==> src/rtl/ram_arbiter.sv <==
// rtl/ram_arbiter.sv - two-requester round-robin arbiter for a single-port 1024x16 RAM with whole-RAM clear
module ram_arbiter (
  input  logic        clk,
  input  logic        reset,
  input  logic        req_a,
  input  logic        we_a,
  input  logic [9:0]  addr_a,
  input  logic [15:0] wdata_a,
  output logic        ack_a,
  output logic [15:0] rdata_a,
  input  logic        req_b,
  input  logic        we_b,
  input  logic [9:0]  addr_b,
  input  logic [15:0] wdata_b,
  output logic        ack_b,
  output logic [15:0] rdata_b,
  input  logic        clear,
  output logic        clear_done,
  output logic        busy,
  output logic [9:0]  ram_address,
  output logic [15:0] ram_data_in,
  output logic        ram_rw,
  output logic        ram_reset,
  input  logic [15:0] ram_data_out
);

  typedef enum logic [1:0] {IDLE, ACCESS, RDATA, CLEAR} state_t;

  state_t state, state_next;
  logic   last_grant;  // 0 = a, 1 = b
  logic   owner;       // 0 = a, 1 = b
  logic   grant;
  logic   grant_sel;
  logic   elig_a;
  logic   elig_b;

  always_ff @(posedge clk) begin
    if (reset) state <= IDLE;
    else       state <= state_next;
  end

  always_comb begin
    state_next = state;
    grant      = 1'b0;
    grant_sel  = 1'b0;
    // A requester being acked this cycle is still holding req; mask it.
    elig_a     = req_a & ~ack_a;
    elig_b     = req_b & ~ack_b;
    case (state)
      IDLE: begin
        if (clear) begin
          state_next = CLEAR;
        end else if (elig_a || elig_b) begin
          state_next = ACCESS;
          grant      = 1'b1;
          grant_sel  = (elig_a && elig_b) ? ~last_grant : elig_b;
        end
      end
      ACCESS:  state_next = ram_rw ? RDATA : IDLE;
      RDATA:   state_next = IDLE;
      CLEAR:   state_next = IDLE;
      default: state_next = IDLE;
    endcase
  end

  always_ff @(posedge clk) begin
    if (reset) begin
      last_grant  <= 1'b1;
      owner       <= 1'b0;
      ack_a       <= 1'b0;
      ack_b       <= 1'b0;
      rdata_a     <= 16'h0000;
      rdata_b     <= 16'h0000;
      ram_address <= 10'h000;
      ram_data_in <= 16'h0000;
      ram_rw      <= 1'b1;
      clear_done  <= 1'b0;
    end else begin
      ack_a      <= 1'b0;
      ack_b      <= 1'b0;
      clear_done <= 1'b0;
      case (state)
        IDLE: begin
          if (grant) begin
            ram_address <= grant_sel ? addr_b : addr_a;
            ram_data_in <= grant_sel ? wdata_b : wdata_a;
            ram_rw      <= grant_sel ? ~we_b : ~we_a;
            owner       <= grant_sel;
            last_grant  <= grant_sel;
          end
        end
        ACCESS: begin
          if (!ram_rw) begin
            if (owner) ack_b <= 1'b1;
            else       ack_a <= 1'b1;
            ram_rw <= 1'b1;
          end
        end
        RDATA: begin
          if (owner) begin
            ack_b   <= 1'b1;
            rdata_b <= ram_data_out;
          end else begin
            ack_a   <= 1'b1;
            rdata_a <= ram_data_out;
          end
        end
        CLEAR:   clear_done <= 1'b1;
        default: ;
      endcase
    end
  end

  assign busy      = (state != IDLE);
  assign ram_reset = reset | (state == CLEAR);

endmodule

==> config.mk <==
export PLATFORM = sky130hd
export DESIGN_NAME = ram_arbiter
export DESIGN_NICKNAME = d
export VERILOG_FILES = /design/src/rtl/ram_arbiter.sv
export SDC_FILE = /design/constraint.sdc
export NUM_CORES = 1
export LEC_CHECK = 0
export BUFFER_PORTS_ARGS = -buffer_cell sky130_fd_sc_hd__buf_4
export CORE_ASPECT_RATIO = 0.7
export CORE_MARGIN = 2
export CORE_UTILIZATION = 30
export CTS_CLUSTER_DIAMETER = 150
export DETAILED_ROUTE_END_ITERATION = 10
export PLACE_DENSITY = 0.65
export SLEW_MARGIN = 30
export SYNTH_ARGS = -nofsm -noshare
export SYNTH_HDL_FRONTEND = slang
export SYNTH_SLANG_ARGS = --single-unit
export TNS_END_PERCENT = 30
==> constraint.sdc <==
create_clock -name clk -period 1.75 [get_ports clk]
set_input_delay 0.2625 -clock clk [delete_from_list [all_inputs] [get_ports clk]]
set_output_delay 0.2625 -clock clk [all_outputs]
set_load 0.01 [all_outputs]
Word-level counts from Yosys, hierarchy flattened. Index checks and enable logic that the tools add are counted.

Flip-flop bits (word level): 66. Input bits: 75. Logic and storage cells: 58.

Equal/unequal tests: 5. Mux-type cells: 23. Bitwise operators: 9. Reductions and logical operators: 10.

Operators with widths (count): two-way mux 16 bit (1); two-way mux 1 bit (14); two-way mux 10 bit (1); AND reduction 2 bit (4); two-way mux 2 bit (3); inverter 1 bit (6); one-hot mux 1 bit (2 select lines) (3); one-hot mux 2 bit (3 select lines) (1); equality test 2 bit, second input constant (2); nonzero test 2 bit (2); != test 3 bit, second input constant (1); bitwise AND 1 bit (2); equality test 2 x 1 -> 1 bit, second input constant (1); zero test 2 bit (1); != test 2 bit, second input constant (1); OR reduction 2 bit (1); logical AND 1 bit (1); logical OR 1 bit (1); bitwise OR 1 bit (1).

Longest topological paths before layout. Gate-level depths: netlist (run 1).

Word-level depth: 10. Depth in mapped cells: 8. Depth with buffers taken out: 6.

Least setup slack after synthesis (run 1). No wires, ideal clock.

Kind: reg-to-reg. From: register state[0]. To: register ram_data_in[4]. Setup time: 0.146 ns. Data arrival time: 1.380 ns. Required time: 1.604 ns. Path slack: 0.224 ns. Stages on the path, launching flop included: 9. Path buffers: 2. Clock period less this slack: 1.526 ns. Path through: dfxtp_1 -> inv_1 -> ha_1 -> nand2b_4 -> a211o_1 -> buf_4 -> buf_4 -> nand2_1 -> a311oi_2.

Cells in the longest elaborated chain, start to end: 3. Elaborated cells between the ends (all ways): 5. Classes of those cells: mux: 3; reduce/logical: 2.

Ends and longest elaborated chain: start, declared (line 29) `state_t state, state_next;`; start signal, assigned (line 39) `else state <= state_next;`; zero test 2 bit * (line 49, 82); two-way mux 1 bit (line 49) `case (state)`; two-way mux 16 bit / AND reduction 2 bit (equally long branches); end signal, assigned (line 86) `ram_data_in <= grant_sel ? wdata_b : wdata_a;`; end, declared (line 21) `output logic [15:0] ram_data_in,`.

Mark *: on every way between the ends. The rest lies on a longest branch, timed or not. A chain may end at the register's enable or synchronous reset.

Worst setup path in the final report (run 1).
From: register state[0]. To: register ram_data_in[8].

Same word-level chain as after synthesis.

==> metrics, run 1 <==
Yosys top cell area share=0.472; CTS Root Cell=clkbuf_16; layout net count=around 560; post-synthesis adder-cell area fraction=0.0223; Max Fclk=between 600 and 700 MHz; origin of the critical flop-to-flop path=state[0]; Logic pwr share=0.201; crit-path max FO=14; Final Cycle Share=0.949; Overall Power=about 4600 µW; CTS max path bufs=2; sequential-to-total area share from yosys stat=0.472; DP Wirelength=6.08 mm; # diodes=0; Async S/R FF share, synth=0; vias after detailed routing=2,791; unrepaired setup endpoints after global routing=true; Post-synth top flop=dfxtp_1; drt via density=4.61; largest net degree at the start of global routing=45; initial antenna violation count=0; chip width=119 µm; Rows=29; TritonCTS clock tree=done; Skew-Pair Late Insertion Delay=between 300 and 400 ps; core area=9070 µm²; count leader, synth=nand2_1; first-pass GRT wire length=between 10 and 15 mm; Critical Path End Type=flip-flop; Synth Area in XOR/XNOR=0; multiplexer share of the synthesized area=0.00357; routed len/inst=about 14 µm; met3 Usage GRT=0.0390; max-slew violations=0; layer with the highest usage=met2; Post-Syn Nets=approximately 420; met1 Resource Use GR=0.206; Mapped Cells=around 340; pre-CTS setup slack=between 60 and 70 ps; arrival time worst endpoint=roughly 1900 ps; GRT Overall Usage=0.166; Num CTS Buffers=9; Die Y=84.8 µm; post-synth cell types=30; Post-synth top cells=nand2_1, dfxtp_1, a21oi_1, nor2_1, a311oi_1; largest cells by area after synthesis=dfxtp_1, nand2_1, a21oi_1, a311oi_2, a311oi_1; Routability Congestion=slightly below 0.8; Yosys top cell by area=dfxtp_1; flops & latches, synth=between 60 and 70; Die Area=roughly 10,000 µm²; number of enable flip-flop cells after synthesis=0; Synth Warn #=0; Worst-Margin Slew=between 300 and 400 ps; Residual DRC=0; Worst-path clk slew=roughly 60 ps; H-Tree Depth=3; Final Hold Viols=0; total detailed-routing wirelength=about 8.5 mm; Post-Syn Area=approximately 2800 µm²; P_int=3380 µW; met2 usage=0.279; global route total overflow=0; I/O pin count=139; worst vdd ir=~0.00052 V; CP Class=reg -> reg; outcome=finished clean; hold_sp=ram_data_out[1]; Synth Area in Simple Gates=0.253; switching share of power=0.260; 1st-iter DRT viols=between 150 and 200; largest family of logic cells by synthesized area=simple AND/OR/NAND/NOR gates; syn avg cell area=between 8 and 9 µm²; FILL cells=~890; Period minus WS final=1660 ps; sequential power share=0.371; vias in the first global route=~2,700; Final Skew=4.79 ps; final setup margin=~89 ps; layout cells sized above 1=0.414; DR pass1 iterations=4; Crit. Startpoint=state[0]; max_slew headroom=0.757; switching power=between 1000 and 1500 µW; Starting Density=0.309; CP required=around 2000 ps; Critical Path Source Type=flip-flop; Syn-to-layout area delta=57.2%; Compound-Gate Fraction of Synth Area=0.196; Max-Cap Viols=0; antenna-violating nets left=0; Setup violations, final=0; Hold WC Path Type=in -> reg; Leak Pwr=approximately 0.0019 µW; Pwr per Cell Area=around 1000 nW/µm²; Clock Sink Count=66; clock group share of total power=0.428; Port Buf Inserts=about 140
## worst max-delay path, cell delays in order (launching register included)
cell and delay (ps):
dfxtp_1 340, inv_2 100, ha_4 160, nand2b_4 80, a211oi_4 270, buf_12 160, clkbuf_16 170, nand2_1 60
a311oi_1 230
## metal layers
| layer | vias up | share of wire |
|---|---|---|
| met3 | 11 | 0.044 |
| met5 | - | 0 |
| met2 | 82 | 0.48 |
| met1 | 1296 | 0.46 |
| met4 | 0 | 0.019 |
| li1 | 1402 | - |
## cells by family after synthesis
| family | Yosys count |
|---|---|
| muxes | 1 |
| DFF | 66 |
| AOI/OAI and AO/OA | 70 |
| and+or+nand+nor | 166 |
| buffers and inverters | 29 |
| adders and majority gates | 5 |
## cells in the final DEF (no fill, tap or decap)
cell	instances
buf_4	146
nand2_1	111
dfxtp_1	66
a21oi_1	35
nor2_1	31
a311oi_1	17
clkbuf_16	11
nand2_2	10
a311oi_2	10
nor2b_1	5
ha_1	4
buf_12	4
inv_1	3
inv_2	2
nand2b_4	2
a211o_1	2
o21ai_0	2
clkinv_4	2
bufinv_16	2
or2_2	1
nand2b_1	1
a21oi_4	1
nor2b_4	1
a211oi_4	1
nand3_1	1
mux2i_1	1
nand3b_1	1
or3b_2	1
and2_2	1
a2bb2oi_1	1
a311o_1	1
ha_4	1
clkinvlp_4	1
clkinv_2	1
clkbuf_8	1
## power groups by stage
stage / combinational [µW] / sequential [µW] / clock [µW]
CTS: 890 / 1690 / 2010
finish: 918 / 1690 / 1950
global placement: 870 / 1720 / 0
detailed placement: 887 / 1720 / 0
global route: 1000 / 1710 / 2080
floorplan: 409 / 1770 / 0
## sequential cells by signal, indices dropped and copies added (netlist names)
register     flops
ram_data_in     16
rdata_a         16
rdata_b         16
ram_address     10
state            2
ack_a            1
ack_b            1
clear_done       1
last_grant       1
owner            1
ram_rw           1
## final timing paths
check	end	depth (start not counted)	slack, ps
worst min-delay path	rdata_a[1]	3	190
worst max register to register	ram_data_in[8]	8	90
worst max-delay path	ram_data_in[8]	8	90
worst min register to register	rdata_a[6]	2	450
## layout make-up
class	count	area, µm²	share of cell area
multi-input cells	242	1350	0.307
flip-flops and latches	66	1320	0.300
repair buffers	152	1230	0.279
clock buffers	10	239	0.0543
well taps	124	155	0.0352
clock inverters	6	90.1	0.0205
inverters	5	18.8	0.00426
## what timing repair did
action / 4_1_cts / 5_1_grt
resized for setup: 0 / 5
buffers inserted: 0 / 1
hold buffers: 0 / 0
endpoints found under the setup margin: 0 / 17
## stage by stage
stage	TNS (ps)	std cells	hold slack [ps]	instance area (µm²)	utilization
2_1_floorplan	0	337	398	2800	-
3_3_place_gp	0	586	444	3990	0.440
3_5_place_dp	0	586	449	3990	0.440
4_1_cts	0	602	182	4320	0.476
5_1_grt	-16.7	605	190	4400	0.485
6_report	0	605	192	4400	0.485
Power figures use the tool's default switching activity.
==> inputs of run 2 (changes only) <==
- CORE_UTILIZATION: 30 -> 49
- PLACE_DENSITY: 0.65 -> 0.94
- clock period: 1.75 -> 2.1 ns (I/O delays scaled with it)
==> run 2 against run 1 <==
  * First-iteration DRC count fell by 2.0%
  * Clock-buffer cell count unchanged
  * Critical path depth fell by 1
  * Total power shrank 30%
  * Via count is 1.6% higher
  * Sequential cell count unchanged
  * Combinational power is 22% lower
  * Global-route usage rose by 9.1 points
  * Die area decreased by 37%
  * Worst setup slack gained 83 ps
  * Clock skew up 2.3 ps
  * Non-clock buffer count is 10 lower
==> metrics, run 2 (synthesized netlist as in run 1, its figures left out) <==
Die Y=67.2 µm (-21%); TNS Setup=0 ps (unchanged); Placed Area=3870 µm² (-2.9%); Die Area=6340 µm² (-37%); H-Tree Depth=3 (unchanged); max-slew violations=0 (unchanged); Syn-to-layout area delta=45.6%; Hold Crit Depth=3 (unchanged); Max Fclk=519 MHz (-14%); Setup violations, final=0 (unchanged); Period minus WS final=1930 ps (+267 ps); postcts setup bufs=0 (unchanged); most common cell after layout, fill and taps aside=buf_4; drt via density=5.22 (+13%); Starting Density=0.522 (+0.213); total detailed-routing wirelength=7.89 mm (-6.7%); biggest regs=ram_data_in x16, rdata_a x16, rdata_b x16; Port Buf Inserts=138 (unchanged); Worst-Margin Slew=626 ps (+266 ps); RR Endpoint=ram_data_in[9]; CP Class=reg -> reg; Residual DRC=0 (unchanged); Critical Path End Type=flip-flop; global route total overflow=0 (unchanged); R2R setup slack=170 ps (+80 ps); switching power=910 µW (-23%); layout cells sized above 1=0.395 (-0.0188); CTS max path bufs=2 (unchanged); Final Cycle Share=0.918 (-0.0312); Critical Path Source Type=flip-flop; TritonCTS clock tree=done; max_slew headroom=0.581 (-0.176); core area=5370 µm² (-41%); arrival time worst endpoint=2170 ps (+270 ps); routed len/inst=14.5 µm (+4.0%); Final Skew=7.05 ps (+2.25 ps); Leak Pwr=0.00178 µW (-6.7%); most frequent cells in the layout=buf_4, nand2_1, dfxtp_1; first-pass GRT wire length=12.7 mm (-5.5%); chip width=94.4 µm (-21%); Hold-fix buffers, CTS=0 (unchanged); Num CTS Buffers=9 (unchanged); Routability Congestion=0.828 (+6.8%); clock group share of total power=0.333 (-0.095); R2R depth=7 (-1); 1st-iter DRT viols=150 (-2.0%); hold_sp=ram_data_out[9]; largest net degree at the start of global routing=54 (+20%); CTS Root Cell=clkbuf_8; vias after detailed routing=2,837 (+1.6%); DR pass1 iterations=4 (unchanged); final instance area=4080 µm² (-7.4%); Worst-path clk slew=70 ps (about the same); DP Wirelength=5.99 mm (-1.5%); Skew-Pair Late Insertion Delay=340 ps (+20 ps); GRT Overall Usage=0.257 (+0.0911); sequential power share=0.442 (+0.071); initial antenna violation count=0 (unchanged); Hold WC Path Type=in -> reg; Rows=22 (-24%); CP required=2340 ps (+360 ps); Hold EP=rdata_b[9]; layout net count=546 (-1.8%); Clock Sink Count=66 (unchanged); Logic pwr share=0.225 (+0.024); origin of the critical flop-to-flop path=state[1]; switching share of power=0.285 (+0.0252); antenna-violating nets left=0 (unchanged); crit-path max FO=22 (+8); Pwr per Cell Area=783 nW/µm² (-24%); outcome=finished clean; I/O pin count=139 (unchanged); Max-Cap Viols=0 (unchanged); worst vdd ir=0.000462 V (-11%); P_int=2280 µW (-32%); post-cts resize count=0 (unchanged); vias in the first global route=2,787 (+1.4%); unrepaired setup endpoints after global routing=false; Final Hold Viols=0 (unchanged); # diodes=0 (unchanged)
[run 2: cell count changes in the layout (fill, tap and decap cells not counted), sizes merged]
cell      change
clkinvlp      +2
clkinv        -1
bufinv        -1
buf           -8
clkbuf        -2
[run 2: area by class of cell]
type | instances | area (µm²)
tap | 72 | 90.1
timing repair buffer | 142 | 1100
clock buffer | 10 | 138
inverter | 5 | 18.8
clock inverter | 6 | 66.3
fill | 399 | 1290
multi-input combinational | 242 | 1340
sequential | 66 | 1320
[run 2: through the flow]
stage / total power, µW / util / std cells / setup slack, ps / hold WS, ps
global route: 3350 / 0.760 / 543 / 42.8 / 226
CTS: 3210 / 0.760 / 543 / 191 / 212
detailed placement: 2160 / 0.722 / 527 / 194 / 448
global placement: 2120 / 0.721 / 527 / 311 / 444
floorplan: 1810 / - / 337 / 574 / 445
finish: 3190 / 0.760 / 543 / 172 / 227
[run 2: how the worst max path moves through the flow]
stage             start              end  slack (ps)
2_1_floorplan  state[0]   ram_data_in[4]         570
3_3_place_gp   state[0]       rdata_a[6]         310
3_5_place_dp   state[1]  ram_data_in[13]         190
4_1_cts        state[1]   ram_data_in[9]         190
5_1_grt        state[0]   ram_data_in[9]          40
6_report       state[1]   ram_data_in[9]         170
[run 2: critical path, stage by stage (launching register included)]
cell and delay (ps):
dfxtp_1 360, inv_1 130, ha_1 260, nand2b_4 100
a211oi_4 400, buf_12 240, nand2_1 70, a311oi_1 260
[run 2: metal layers]
layer	vias to the layer above	routed length [µm]	global-route usage
li1	1384	-	-
met1	1341	3250	0.304
met2	96	4030	0.450
met3	16	443	0.0658
met4	0	168	0.105
met5	-	0	0
[run 2: power by group through the flow]
stage	Combinational (µW)	Clock [µW]	Sequential [µW]
after floorplan	341	0	1470
after global placement	690	0	1430
after detailed placement	719	0	1440
after CTS	721	1080	1410
after global routing	787	1140	1420
final	719	1060	1410
